<file path="src/rtl/lm75a_temp_monitor.sv">
// LM75A temperature post-processor: captures the 11-bit reading, keeps a
// 2^AVG_LOG2-deep moving average, running min/max, a hysteretic alarm and a stale flag.
module lm75a_temp_monitor #(
  parameter int AVG_LOG2 = 2,
  parameter int TIMEOUT  = 50_000_000
) (
  input  logic        clk,
  input  logic        rst,
  input  logic        data_valid,
  input  logic [15:0] data_in,
  input  logic [10:0] th_high,
  input  logic [10:0] th_low,
  input  logic        clr_minmax,
  output logic [10:0] temp_raw,
  output logic [10:0] temp_avg,
  output logic [10:0] temp_min,
  output logic [10:0] temp_max,
  output logic        temp_valid,
  output logic        alarm,
  output logic        stale
);

  localparam int DEPTH = 1 << AVG_LOG2;
  localparam int SW    = 11 + AVG_LOG2;
  localparam int PW    = (AVG_LOG2 > 0) ? AVG_LOG2 : 1;
  localparam int CW    = $clog2(TIMEOUT + 1);

  logic signed [10:0]   raw_q, avg_q, min_q, max_q;
  logic signed [10:0]   avg_d, min_d, max_d;
  logic signed [10:0]   ring_q [DEPTH];
  logic signed [SW-1:0] sum_q, sum_d, new_ext, old_ext;
  logic [PW-1:0]        wp_q, wp_d;
  logic [1:0]           vld_pipe_q;
  logic                 first_q, alarm_q, alarm_d, seen_q;
  logic [CW-1:0]        cnt_q;

  // Stage 2 datapath; the first sample after reset preloads the whole window.
  always_comb begin
    new_ext = SW'(raw_q);
    old_ext = SW'(ring_q[wp_q]);
    sum_d   = first_q ? (new_ext <<< AVG_LOG2) : (sum_q + new_ext - old_ext);
    avg_d   = 11'(sum_d >>> AVG_LOG2);
    wp_d    = (DEPTH == 1) ? '0 : wp_q + PW'(1);

    alarm_d = alarm_q;
    if (avg_d >= $signed(th_high))    alarm_d = 1'b1;
    else if (avg_d < $signed(th_low)) alarm_d = 1'b0;

    // Clear presets first so a coincident update loads the new average into both.
    min_d = min_q;
    max_d = max_q;
    if (clr_minmax) begin
      min_d = 11'h3FF;
      max_d = 11'h400;
    end
    if (vld_pipe_q[0]) begin
      if (avg_d < min_d) min_d = avg_d;
      if (avg_d > max_d) max_d = avg_d;
    end
  end

  // Stage 1: capture and stale tracking.
  always_ff @(posedge clk or negedge rst) begin
    if (!rst) begin
      raw_q      <= '0;
      vld_pipe_q <= '0;
      cnt_q      <= '0;
      seen_q     <= 1'b0;
    end else begin
      vld_pipe_q <= {vld_pipe_q[0], data_valid};
      if (data_valid) begin
        raw_q  <= data_in[15:5];
        cnt_q  <= '0;
        seen_q <= 1'b1;
      end else if (cnt_q != CW'(TIMEOUT)) begin
        cnt_q <= cnt_q + CW'(1);
      end
    end
  end

  // Stage 2: averaging window, alarm and min/max.
  always_ff @(posedge clk or negedge rst) begin
    if (!rst) begin
      for (int i = 0; i < DEPTH; i++) ring_q[i] <= '0;
      sum_q   <= '0;
      wp_q    <= '0;
      first_q <= 1'b1;
      avg_q   <= '0;
      alarm_q <= 1'b0;
      min_q   <= 11'h3FF;
      max_q   <= 11'h400;
    end else begin
      min_q <= min_d;
      max_q <= max_d;
      if (vld_pipe_q[0]) begin
        if (first_q) begin
          for (int i = 0; i < DEPTH; i++) ring_q[i] <= raw_q;
          first_q <= 1'b0;
        end else begin
          ring_q[wp_q] <= raw_q;
          wp_q         <= wp_d;
        end
        sum_q   <= sum_d;
        avg_q   <= avg_d;
        alarm_q <= alarm_d;
      end
    end
  end

  assign temp_raw   = raw_q;
  assign temp_avg   = avg_q;
  assign temp_min   = min_q;
  assign temp_max   = max_q;
  assign temp_valid = vld_pipe_q[1];
  assign alarm      = alarm_q;
  assign stale      = ~seen_q | (cnt_q == CW'(TIMEOUT));

endmodule

</file>
<file path="config.mk">
export PLATFORM = sky130hd
export DESIGN_NAME = lm75a_temp_monitor
export DESIGN_NICKNAME = d
export VERILOG_FILES = /design/src/rtl/lm75a_temp_monitor.sv
export SDC_FILE = /design/constraint.sdc
export NUM_CORES = 1
export LEC_CHECK = 0
export CAP_MARGIN = 20
export CORE_MARGIN = 2
export CORE_UTILIZATION = 50
export DETAILED_ROUTE_END_ITERATION = 6
export PLACE_DENSITY = 0.78
export SLEW_MARGIN = 20
export SYNTH_ARGS = -nofsm -noshare
export SYNTH_HDL_FRONTEND = slang
export SYNTH_SLANG_ARGS = --single-unit
</file>
<file path="constraint.sdc">
create_clock -name clk -period 9.71 [get_ports clk]
set_clock_uncertainty 0.2 [all_clocks]
set_input_delay 1.4565 -clock clk [delete_from_list [all_inputs] [get_ports clk]]
set_output_delay 1.4565 -clock clk [all_outputs]
set_load 0.02 [all_outputs]
</file>
* After elaboration in Yosys (flattened, before gate mapping)
Cells that the tools add are included.
** Cells by class
- $add $sub $neg :: 4
- $lt $le $gt $ge :: 6
- Equal/unequal tests :: 2
- Mux-type cells :: 18
- Bitwise operators :: 4
- Reductions and logical operators :: 5
** Operators by type and width (number)
- $mux W11 :: 9
- $mux W26 :: 2
- $bwmux W44 :: 1
- $mux W44 :: 1
- $add A26 B1 Y26 const B :: 1
- $eq A26 B26 Y1 const B :: 1
- $ne A26 B26 Y1 const B :: 1
- $bmux W11 S2 :: 1
- $demux W11 S2 :: 1
- $lt A11 B11 Y1 :: 2
- $add A13 B11 Y13 :: 1
- $mux W13 :: 1
- $sub A13 B11 Y13 :: 1
- $ge A11 B11 Y1 :: 1
- $gt A11 B11 Y1 :: 1
- $reduce_and A2 Y1 :: 2
- $reduce_bool A2 Y1 :: 2
- $ge A3 B3 Y1 const B :: 1
- $lt A3 B1 Y1 const B :: 1
- $not A2 Y3 :: 1
- $add A2 B1 Y2 const B :: 1
- $mux W1 :: 2
- $not A1 Y1 :: 2
- $logic_and A1 B1 Y1 :: 1
- $or A1 B1 Y1 :: 1
** Word-level totals
- Bits in registers :: 134
- Input port bits :: 42

* Depth between registers and ports, before layout
Gate-level depths: netlist of run 1.
- Word-level depth :: 9
- Mapped depth :: 25
- Depth with buffers taken out :: 24

* Worst setup path after synthesis of run 1
Ideal clock, no wire load.
- Kind :: flip-flop to flip-flop
- Start point :: register wp_q[0]
- End point :: register min_q[0] (netlist: temp_min[0])
- Library setup time :: 0.075 ns
- Arrival time :: 5.538 ns
- Required time :: 9.435 ns
- Setup slack :: 3.897 ns
- Cell stages (with the launch flop) :: 23
- Buffers on the path :: 2
- Path through :: dfrtp_1 -> buf_1 -> mux4_2 -> fa_1 -> inv_1 -> ha_1 -> a21o_1 -> or4_4 -> nand2_2 -> xor2_1 -> nor2_1 -> a21oi_1 -> inv_1 -> ha_1 -> nor2b_1 -> o21ai_0 -> a21oi_1 -> a211oi_2 -> nor2_1 -> maj3_2 -> or3_1 -> buf_4 -> mux2i_1
** On the way
- Word-level cells in the longest chain between the ends :: 9
** RTL lines
- start, declared :: RTL line 32 : logic [PW-1:0] wp_q, wp_d;
- start signal, assigned :: RTL line 101 : wp_q <= wp_d;
- $not A2 Y3 (implied by the code) :: RTL line 40 : old_ext = SW'(ring_q[wp_q]);
- $bmux W11 S2 :: RTL line 40
- $mux W11 (implied by the code) (2 in a row) :: RTL line 40
- $sub A13 B11 Y13 :: RTL line 41 : sum_d = first_q ? (new_ext <<< AVG_LOG2) : (sum_q + new_ext - old_ext);
- $mux W13 :: RTL line 41
- net sum_d[7] :: RTL line 31 : logic signed [SW-1:0] sum_q, sum_d, new_ext, old_ext;
- $lt A11 B11 Y1 :: RTL line 57 : if (avg_d < min_d) min_d = avg_d;
- $mux W11 :: RTL line 57
- $mux W11 :: RTL line 56 : if (vld_pipe_q[0]) begin
- net min_d[0] :: RTL line 29 : logic signed [10:0] avg_d, min_d, max_d;
- end signal, assigned :: RTL line 93 : min_q <= min_d;
- end, declared :: RTL line 28 : logic signed [10:0] raw_q, avg_q, min_q, max_q;
The timed path passes the listed nets, and every way through them passes these cells. The select of a mux whose other input is x is not followed.
A chain may end at the register's enable or synchronous reset.

* Final worst setup path of run 1
- Start point :: register wp_q[0]
- End point :: register max_q[7] (netlist: temp_max[7])
** On the way
- Word-level cells in the longest chain between the ends :: 9
** RTL lines
- $not A2 Y3 (implied by the code) :: RTL line 40
- $bmux W11 S2 :: RTL line 40
- $mux W11 (implied by the code) (2 in a row) :: RTL line 40
- $sub A13 B11 Y13 :: RTL line 41
- $mux W13 :: RTL line 41
- net sum_d[4] :: RTL line 31
- $gt A11 B11 Y1 :: RTL line 58 : if (avg_d > max_d) max_d = avg_d;
- $mux W11 :: RTL line 58
- $mux W11 :: RTL line 56
- net max_d[7] :: RTL line 29
- end signal, assigned :: RTL line 94 : max_q <= max_d;
- end, declared :: RTL line 28
The timed path passes the listed nets, and every way through them passes these cells. The select of a mux whose other input is x is not followed.

==> metrics, run 1 <==
routed wire length=16600 um; most used cell, CP=a21oi_1; fillers=1203; worst hold endpoint=seen_q; depth of the CTS H-tree=4; Slew Limit Fails=0; register area share after synthesis=42.4%; diodes inserted=0; Overflow after GRT=0; Via density=about 5.4; largest net degree at the start of global routing=between 60 and 70; r2r worst-path depth=24; Top Ports=89; #FFs+latches synth=123; Slew HR=between 30% and 40%; Reg2Reg Capture Point=temp_max[7]; post_cts resized=0; Register Area=about 3100 sq um; setup repair bufs after CTS=0; Distinct cells, synth=67; port buffer count=83; Main synth FF type=dfrtp_1; clock root buffer=clkbuf_16; grt peak-use layer=met2; chip width=125 um; RD Place Congestion=0.857; total CTS buffers=17; share of the synthesized area in the top cell type=38.1%; standard-cell rows=44; Setup TNS=0 ns; hold path start=seen_q; Post-synth ARST share=100%; drc violations=0; Routed Antenna Nets=0; initial antenna violation count=0; final worst path period need=between 6 and 7 ns; maximum root-to-sink buffer count=2; Required @ worst endpoint=about 9.8 ns; CP max stage delay=0.92 ns; drt first-iter violations=around 320; Worst setup EP type=flop; syn_nets=about 860; crit-path cells=mux4_2 -> ha_1 -> inv_1 -> ha_1 -> inv_1 -> fa_1 -> nand2b_1 -> nand2b_1 -> a21oi_1 -> xor2_1 -> nor2_1 -> a21oi_1 -> inv_1 -> ha_1 -> a21oi_1 -> o21ai_0 -> a21oi_1 -> nor2_1 -> o2111ai_4 -> nand4_2 -> a21o_1 -> o221a_2 -> o31ai_4 -> mux2_4; run status=completed; CTS tree=built; number of global-route vias before repair=5533; Hold Path Depth=1; max-capacitance violation count=0; met2 usage=between 30% and 40%; total core area=roughly 14000 sq um; met3 Usage GRT=4.64%; Critical Path Fanout Max=15; RSZ-0062 raised after global routing=no; R2R Path Start=wp_q[0]; Clock transition at path regs=0.06 ns; Slew @ Worst Pin=0.927 ns; met1 usage=30.9%; area of the multi-input gates=3710 sq um; layout cells sized above 1=a little over a tenth; GRT Util Overall=about 23%; Syn Area/Cell=a little under 10 sq um; global-route wire length before repair=around 28000 um; Pre-antenna DRT Iters=5; Die Area=approximately 16000 sq um; crit path kind=reg2reg; area leader, netlist=dfrtp_1; crit path DAT=around 7 ns; clock latency on the worst-skew pair=between 0.4 and 0.5 ns; CTS Hold Buffers Added=0; vias after detailed routing=about 5500; Die Ht=around 120 um; Gate Count Post-Synth=~760; Worst Hold Class=reg2reg; CTS Sinks=roughly 120; Startpoint Class=flop; Hold Violations, Final=0; Area contributors post-synth=dfrtp_1 38%, ha_1 8.2%, o21ai_0 5.1%, dfstp_2 4.3%, nand2_1 4.3%; Syn. warnings=0; Initial Util=50.6%; fmax=about 150 MHz; setup violators final=0; Crit-path slowest cell=dfrtp_1; HPWL Detailed=approximately 12000 um; Post-synth EDFFs=0; slack of the worst reg-to-reg path=approximately 3 ns; period utilization=between 60% and 70%; area delta synth->final=20.4%; per-cell routed wire length=16.2 um; Post-Syn Area=7300 sq um; Final #Nets=around 930
[Yosys cell counts (all sizes together), types with 9 or more instances]
master,number
a21oi,45
inv,80
nor2,66
clkbuf,21
nand2b,11
buf,19
mux4,11
or3,9
xor2,16
dfrtp,111
nand3,15
ha,48
fa,12
xnor2,13
mux2i,22
o21ai,79
nand2,85
dfstp,12
[worst max path at each step]
stage / from / end / depth (start not counted)
2_1_floorplan: wp_q[0] / temp_min[0] / 22
3_3_place_gp: wp_q[0] / temp_max[7] / 24
6_report: wp_q[0] / temp_max[7] / 24
4_1_cts: wp_q[0] / temp_max[7] / 24
5_1_grt: wp_q[0] / temp_max[7] / 24
3_5_place_dp: wp_q[0] / temp_max[7] / 24
[kinds of logic after synthesis]
group	count (synthesis)	synth area share, %
AND/OR/NAND/NOR	218	13.5
AO/OA/AOI/OAI	168	13.8
flip-flops	123	42.4
buffers and inverters	120	7.06
adder cells (fa/ha/maj)	61	11.7
multiplexers	40	8.06
XOR/XNOR	29	3.48
[worst max-delay path, delay by kind of cell (launching register included)]
kind            cells  cell delay (ns)
xor+xnor            1             0.14
simple gates        5             0.59
fa+ha+maj           4             1.28
compound gates      9             2.15
flops               1             0.92
buf+inv             3             0.39
mux                 2             0.96
[per-layer routing]
metal,up-vias,share of wire (%),wire length (um)
li1,2718,-,-
met2,100,48,7940
met4,0,1.8,303
met3,27,3.7,612
met1,2660,47,7730
met5,-,0,0
[final cells by class]
| cell class | count | area share [%] |
|---|---|---|
| Multi-Input combinational cell | 516 | 42.2 |
| Sequential cell | 123 | 35.2 |
| Timing Repair Buffer | 89 | 9.88 |
| Clock buffer | 17 | 4.84 |
| Inverter | 80 | 3.44 |
| Tap cell | 184 | 2.62 |
| Clock inverter | 15 | 1.86 |
[stage by stage]
step                      area (sq um)  setup slack (ns)  hold WS (ns)  util [%]  std cells
after floorplan                   7300              3.90         0.152         -        759
final                             8790              2.98         0.269      60.9       1024
after detailed placement          8190              2.69         0.258      56.8        992
after global placement            8190              2.70         0.251      56.8        992
after global routing              8790              2.47         0.292      60.9       1024
after CTS                         8780              2.62         0.273      60.9       1024
[state kept, by name, indices dropped and copies added (netlist names)]
register / flops
temp_max: 11
seen_q: 1
vld_pipe_q: 2
temp_avg: 11
ring_q: 44
temp_raw: 11
sum_q: 2
wp_q: 2
cnt_q: 26
first_q: 1
temp_min: 11
alarm: 1
[cells in the final DEF (no fill, tap or decap), types with 9 or more instances in the layout]
master | netlist | final
or3_1 | 9 | 9
ha_1 | 48 | 48
dfrtp_1 | 111 | 111
xnor2_1 | 13 | 13
a21oi_1 | 44 | 44
nand2_1 | 83 | 83
mux4_2 | 11 | 11
dfstp_2 | 12 | 12
nand2b_1 | 11 | 11
xor2_1 | 16 | 16
nand3_1 | 15 | 15
clkdlybuf4s50_1 | 0 | 81
o21ai_0 | 74 | 70
mux2i_1 | 19 | 19
nor2_1 | 66 | 66
fa_1 | 12 | 12
clkbuf_16 | 0 | 17
inv_1 | 79 | 79
Power of run 1 is not shown: default switching activity piles up to over one toggle a cycle in this logic, so the estimate is an artifact.
==> run 2, diff against run 1 <==
- PLACE_DENSITY: 0.78 -> 0.81
- clock period: 9.71 -> 5.9 ns (I/O delays scaled with it)
==> run 2 against run 1 <==
Net effect:
- via count grew 3.6%
- setup slack lost 2.7 ns
- wire length grew 5.0%
- sequential cell count is the same
- core utilization grew 1.0 points
- critical path depth grew 3
- sequential share of layout area shrank 0.55 points
- non-clock buffer count grew 17
- design area grew 1.7%
- largest cell class unchanged
- worst hold slack gained 0.0071 ns
- register-to-register slack lost 2.7 ns
==> metrics, run 2 (synthesis gave the netlist of run 1 again) <==
run status=completed; Cell Area, Placed=approximately 8300 sq um; drc violations=0; CTS Sinks=between 100 and 150; max FFs per register=44; Initial Util=between 50% and 60%; setup violators final=0; drt first-iter violations=433; Final #Nets=946; Worst setup EP type=flop; r2r worst-path depth=27; Worst Hold Class=reg2reg; HPWL Detailed=between 10000 and 15000 um; Crit-path slowest cell=mux4_2; maximum root-to-sink buffer count=2; CP max stage delay=roughly 0.5 ns; Critical Path Fanout Max=8; crit path DAT=slightly below 6 ns; period utilization=~96%; biggest regs=ring_q (44), cnt_q (26); Pre-antenna DRT Iters=5; Hold Violations, Final=0; most common cell after layout, fill and taps aside=dfrtp_1; global-route wire length before repair=about 29000 um; chip width=~120 um; final worst path period need=between 5 and 6 ns; Via density=around 5.5; Slew @ Worst Pin=approximately 1.0 ns; port buffer count=83; clock latency on the worst-skew pair=between 0.4 and 0.5 ns; crit path kind=reg2reg; R2R Path Start=wp_q[0]; GRT Util Overall=a little under a quarter; total core area=between 10000 and 15000 sq um; most frequent cells in the layout=109 x dfrtp_1, 83 x nand2_1, 81 x clkdlybuf4s50_1; RSZ-0062 raised after global routing=no; Required @ worst endpoint=slightly above 6 ns; number of global-route vias before repair=around 5700; depth of the CTS H-tree=4; layout cells sized above 1=roughly an eighth; crit path to=temp_max[1]; Overflow after GRT=0; Reg2Reg Capture Point=temp_max[1]; Largest Register=ring_q; diodes inserted=0; standard-cell rows=44; CTS Hold Buffers Added=0; Clock transition at path regs=~0.06 ns; initial antenna violation count=0; Crit. Startpoint=wp_q[0]; CTS tree=built; Setup TNS=0 ns; clock root buffer=clkbuf_16; RD Place Congestion=0.849; per-cell routed wire length=approximately 17 um; Routed Antenna Nets=0; Startpoint Class=flop; fmax=about 180 MHz; Slew Limit Fails=0; Die Area=roughly 16000 sq um; Die Ht=125 um; vias after detailed routing=around 5700; slack of the worst reg-to-reg path=0.25 ns; area delta synth->final=22.5%; cell area after layout=between 8000 and 9000 sq um; routed wire length=between 15000 and 20000 um; total CTS buffers=17; max-capacitance violation count=0; Slew HR=32.4%; Top Ports=89; largest net degree at the start of global routing=approximately 80
==> run 2: routing by layer <==
metal / GRT usage, % / wire length [um] / share of wire, %
met5: 0 / 0 / 0
met4: 9.35 / 418 / 2.4
met3: 4.94 / 686 / 3.9
met2: 38.4 / 8560 / 49
met1: 29.9 / 7750 / 44
==> run 2: worst max-delay path: cells and delay by family, from the launching register on <==
kind | cells | cell delay (ns)
flip-flops | 1 | 0.40
XOR/XNOR | 1 | 0.13
buffers and inverters | 6 | 0.69
adder cells (fa/ha/maj) | 4 | 1.23
AO/OA/AOI/OAI | 9 | 1.61
AND/OR/NAND/NOR | 5 | 0.58
multiplexers | 2 | 0.71
==> run 2: per-stage QoR <==
stage	std cells	setup WS, ns	hold WS (ns)	util (%)
floorplan	759	0.0870	0.152	-
global placement	1008	0.202	0.256	57.8
detailed placement	1008	0.118	0.266	57.8
CTS	1040	0.0974	0.278	61.8
global route	1041	0.0255	0.308	62.0
finish	1041	0.255	0.276	62.0
==> run 2: layout make-up <==
type,instances,area (sq um)
Clock buffer,17,425
Clock inverter,15,143
Fill cell,1158,5490
Inverter,80,303
Multi-Input combinational cell,516,3720
Sequential cell,123,3100
Tap cell,184,230
Timing Repair Buffer,106,1020
==> run 2: timing repair <==
action                                  in CTS  in global routing
endpoints found under the setup margin       0                 18
setup buffers                                0                  1
gates resized for setup                      0                  7
==> run 2: worst min path at each step <==
stage / from / endpoint / slack [ns] / cells after the start
6_report: ring_q[24] / ring_q[24] / 0.28 / 2
5_1_grt: ring_q[2] / ring_q[2] / 0.31 / 2
4_1_cts: ring_q[2] / ring_q[2] / 0.28 / 2
3_5_place_dp: ring_q[2] / ring_q[2] / 0.27 / 2
3_3_place_gp: ring_q[10] / ring_q[10] / 0.26 / 2
2_1_floorplan: vld_pipe_q[0] / vld_pipe_q[1] / 0.15 / 0
Power of run 2 is left out for the same reason.
==> run 3, diff against run 2 <==
- CORE_UTILIZATION: 50 -> 25
- PLACE_DENSITY: 0.81 -> 0.49
==> run 3 against run 2 <==
Net effect:
- via count decreased by 2.4%
- maximum frequency increased by 1.1%
- sequential cell count unchanged
- setup slack improved by 0.061 ns
- design area increased by 4.5%
- wire length increased by 12%
- die area increased by 96%
- worst hold slack got worse by 0.0091 ns
- core utilization decreased by 29 points
- critical path depth decreased by 4
- global-route usage decreased by 10 points
- sequential share of layout area decreased by 1.5 points
- critical path type unchanged
- critical endpoint is now temp_min[7]
==> metrics, run 3 (synthesis gave the netlist of run 1 again) <==
total CTS buffers=17; Startpoint Class=flop; largest net degree at the start of global routing=75; max-capacitance violation count=0; crit path DAT=~5.7 ns; most frequent cells in the layout=109 x dfrtp_1, 83 x nand2_1, 81 x clkdlybuf4s50_1; Slew @ Worst Pin=~1 ns; Buf/Inv on CP=4; port buffer count=83; Routed Antenna Nets=0; clock latency on the worst-skew pair=around 0.42 ns; Pre-antenna DRT Iters=4; Slew Limit Fails=0; depth of the CTS H-tree=4; Overflow after GRT=0; area delta synth->final=28.0%; diodes inserted=0; Die Ht=175 um; Clock transition at path regs=0.06 ns; vias after detailed routing=~5600; RSZ-0062 raised after global routing=no; Final #Nets=between 900 and 1000; Slew HR=between 30 and 40%; Die Area=between 30000 and 40000 sq um; per-cell routed wire length=roughly 16 um; Required @ worst endpoint=around 6.0 ns; Initial Util=approximately 25%; number of global-route vias before repair=between 5000 and 6000; final worst path period need=around 5.6 ns; GRT Util Overall=13.2%; routed wire length=between 15000 and 20000 um; drt first-iter violations=260; standard-cell rows=62; CP max stage delay=roughly 0.50 ns; Crit-path slowest cell=mux4_2; layout cells sized above 1=~14%; CTS Hold Buffers Added=0; initial antenna violation count=0; HPWL Detailed=about 14000 um; Reg2Reg Capture Point=temp_min[7]; Hold Violations, Final=0; Worst setup EP type=flop; Via density=approximately 4.5; Largest Register=ring_q; fillers=3019; Worst Hold Class=reg2reg; Worst path top cell family by delay=adder cells; max FFs per register=44; setup violators final=0; slack of the worst reg-to-reg path=0.32 ns; run status=completed; Critical Path Fanout Max=9; clock root buffer=clkbuf_16; CTS Sinks=between 100 and 150; period utilization=between 90% and 100%; crit-path cells=buf_12 -> mux4_2 -> fa_1 -> inv_1 -> ha_1 -> o21ai_1 -> nor2_1 -> or4_4 -> nand2_2 -> xor2_1 -> nor2_1 -> a21oi_2 -> inv_1 -> ha_1 -> nor2b_1 -> o21ai_1 -> a21oi_1 -> a211oi_2 -> nor2_1 -> maj3_2 -> or3_1 -> buf_4 -> mux2i_1; maximum root-to-sink buffer count=2; drc violations=0; most used cell, CP=nor2_1; Top Ports=around 90; Setup TNS=0 ns; R2R Path Start=wp_q[0]; worst hold endpoint=seen_q; biggest regs=ring_q (44), cnt_q (26); chip width=175 um; global-route wire length before repair=between 30000 and 40000 um; total core area=about 29000 sq um; fmax=between 150 and 200 MHz; most common cell after layout, fill and taps aside=dfrtp_1; RD Place Congestion=around 0.80; CTS tree=built; Hold Path Depth=1; crit path kind=reg2reg; fin util=about a third; hold path start=seen_q; r2r worst-path depth=23
-- run 3: cell types whose count changed in the layout (fill, tap and decap cells not counted), sizes merged --
cell      before  now
bufinv         1    4
clkinvlp       4    3
buf           25   34
inv           84   82
clkinv         6    4
clkbuf        17   19
-- run 3: layout make-up --
cell class / count / area, sq um / share of cell area [%]
clock inverters: 13 / 191 / 2.05
repair buffers: 115 / 1100 / 11.7
inverters: 80 / 303 / 3.24
flip-flops and latches: 123 / 3100 / 33.1
well taps: 384 / 480 / 5.14
multi-input cells: 516 / 3730 / 40.0
clock buffers: 19 / 443 / 4.74
-- run 3: layer usage --
layer	global-route usage, %	part of all wire [%]	up-vias
met5	0	0	-
met4	3.37	1.1	0
met3	2.94	3.4	12
met2	20.5	46	82
met1	18.7	50	2699
li1	-	-	2771
-- run 3: worst reg2reg max path: stages, from the launching register on --
cell	delay, ns
dfrtp_2	0.43
buf_12	0.15
mux4_2	0.51
fa_1	0.49
inv_1	0.04
ha_1	0.36
o21ai_1	0.18
nor2_1	0.07
or4_4	0.43
nand2_2	0.11
xor2_1	0.15
nor2_1	0.06
a21oi_2	0.19
inv_1	0.09
ha_1	0.31
nor2b_1	0.13
o21ai_1	0.17
a21oi_1	0.11
a211oi_2	0.26
nor2_1	0.08
maj3_2	0.30
or3_1	0.32
buf_4	0.21
mux2i_1	0.17
-- run 3: timing repair --
item                                    CTS  global route
gates resized for setup                   0            14
setup buffers                             0             3
endpoints found under the setup margin    0            18
endpoints found under the hold margin     0             0
-- run 3: worst max-delay path by stage --
stage          startpoint           to  slack (ns)  cells after the start
2_1_floorplan     wp_q[0]  temp_min[0]        0.09                     22
3_3_place_gp      wp_q[0]  temp_min[3]        0.16                     22
3_5_place_dp      wp_q[0]  temp_max[1]        0.12                     27
4_1_cts           wp_q[0]  temp_max[1]        0.03                     27
5_1_grt           wp_q[0]  temp_max[8]       0.003                     27
6_report          wp_q[0]  temp_min[7]        0.32                     23
-- run 3: through the flow --
| stage | hold WS (ns) | std cells | setup WS, ns | cell area (sq um) |
|---|---|---|---|---|
| finish | 0.267 | 1250 | 0.316 | 9340 |
| global placement | 0.255 | 1215 | 0.161 | 8640 |
| detailed placement | 0.261 | 1215 | 0.118 | 8640 |
| global route | 0.305 | 1250 | 0.00274 | 9340 |
| floorplan | 0.152 | 759 | 0.0870 | 7300 |
| CTS | 0.273 | 1247 | 0.0256 | 9280 |
Power of run 3 is left out for the same reason.
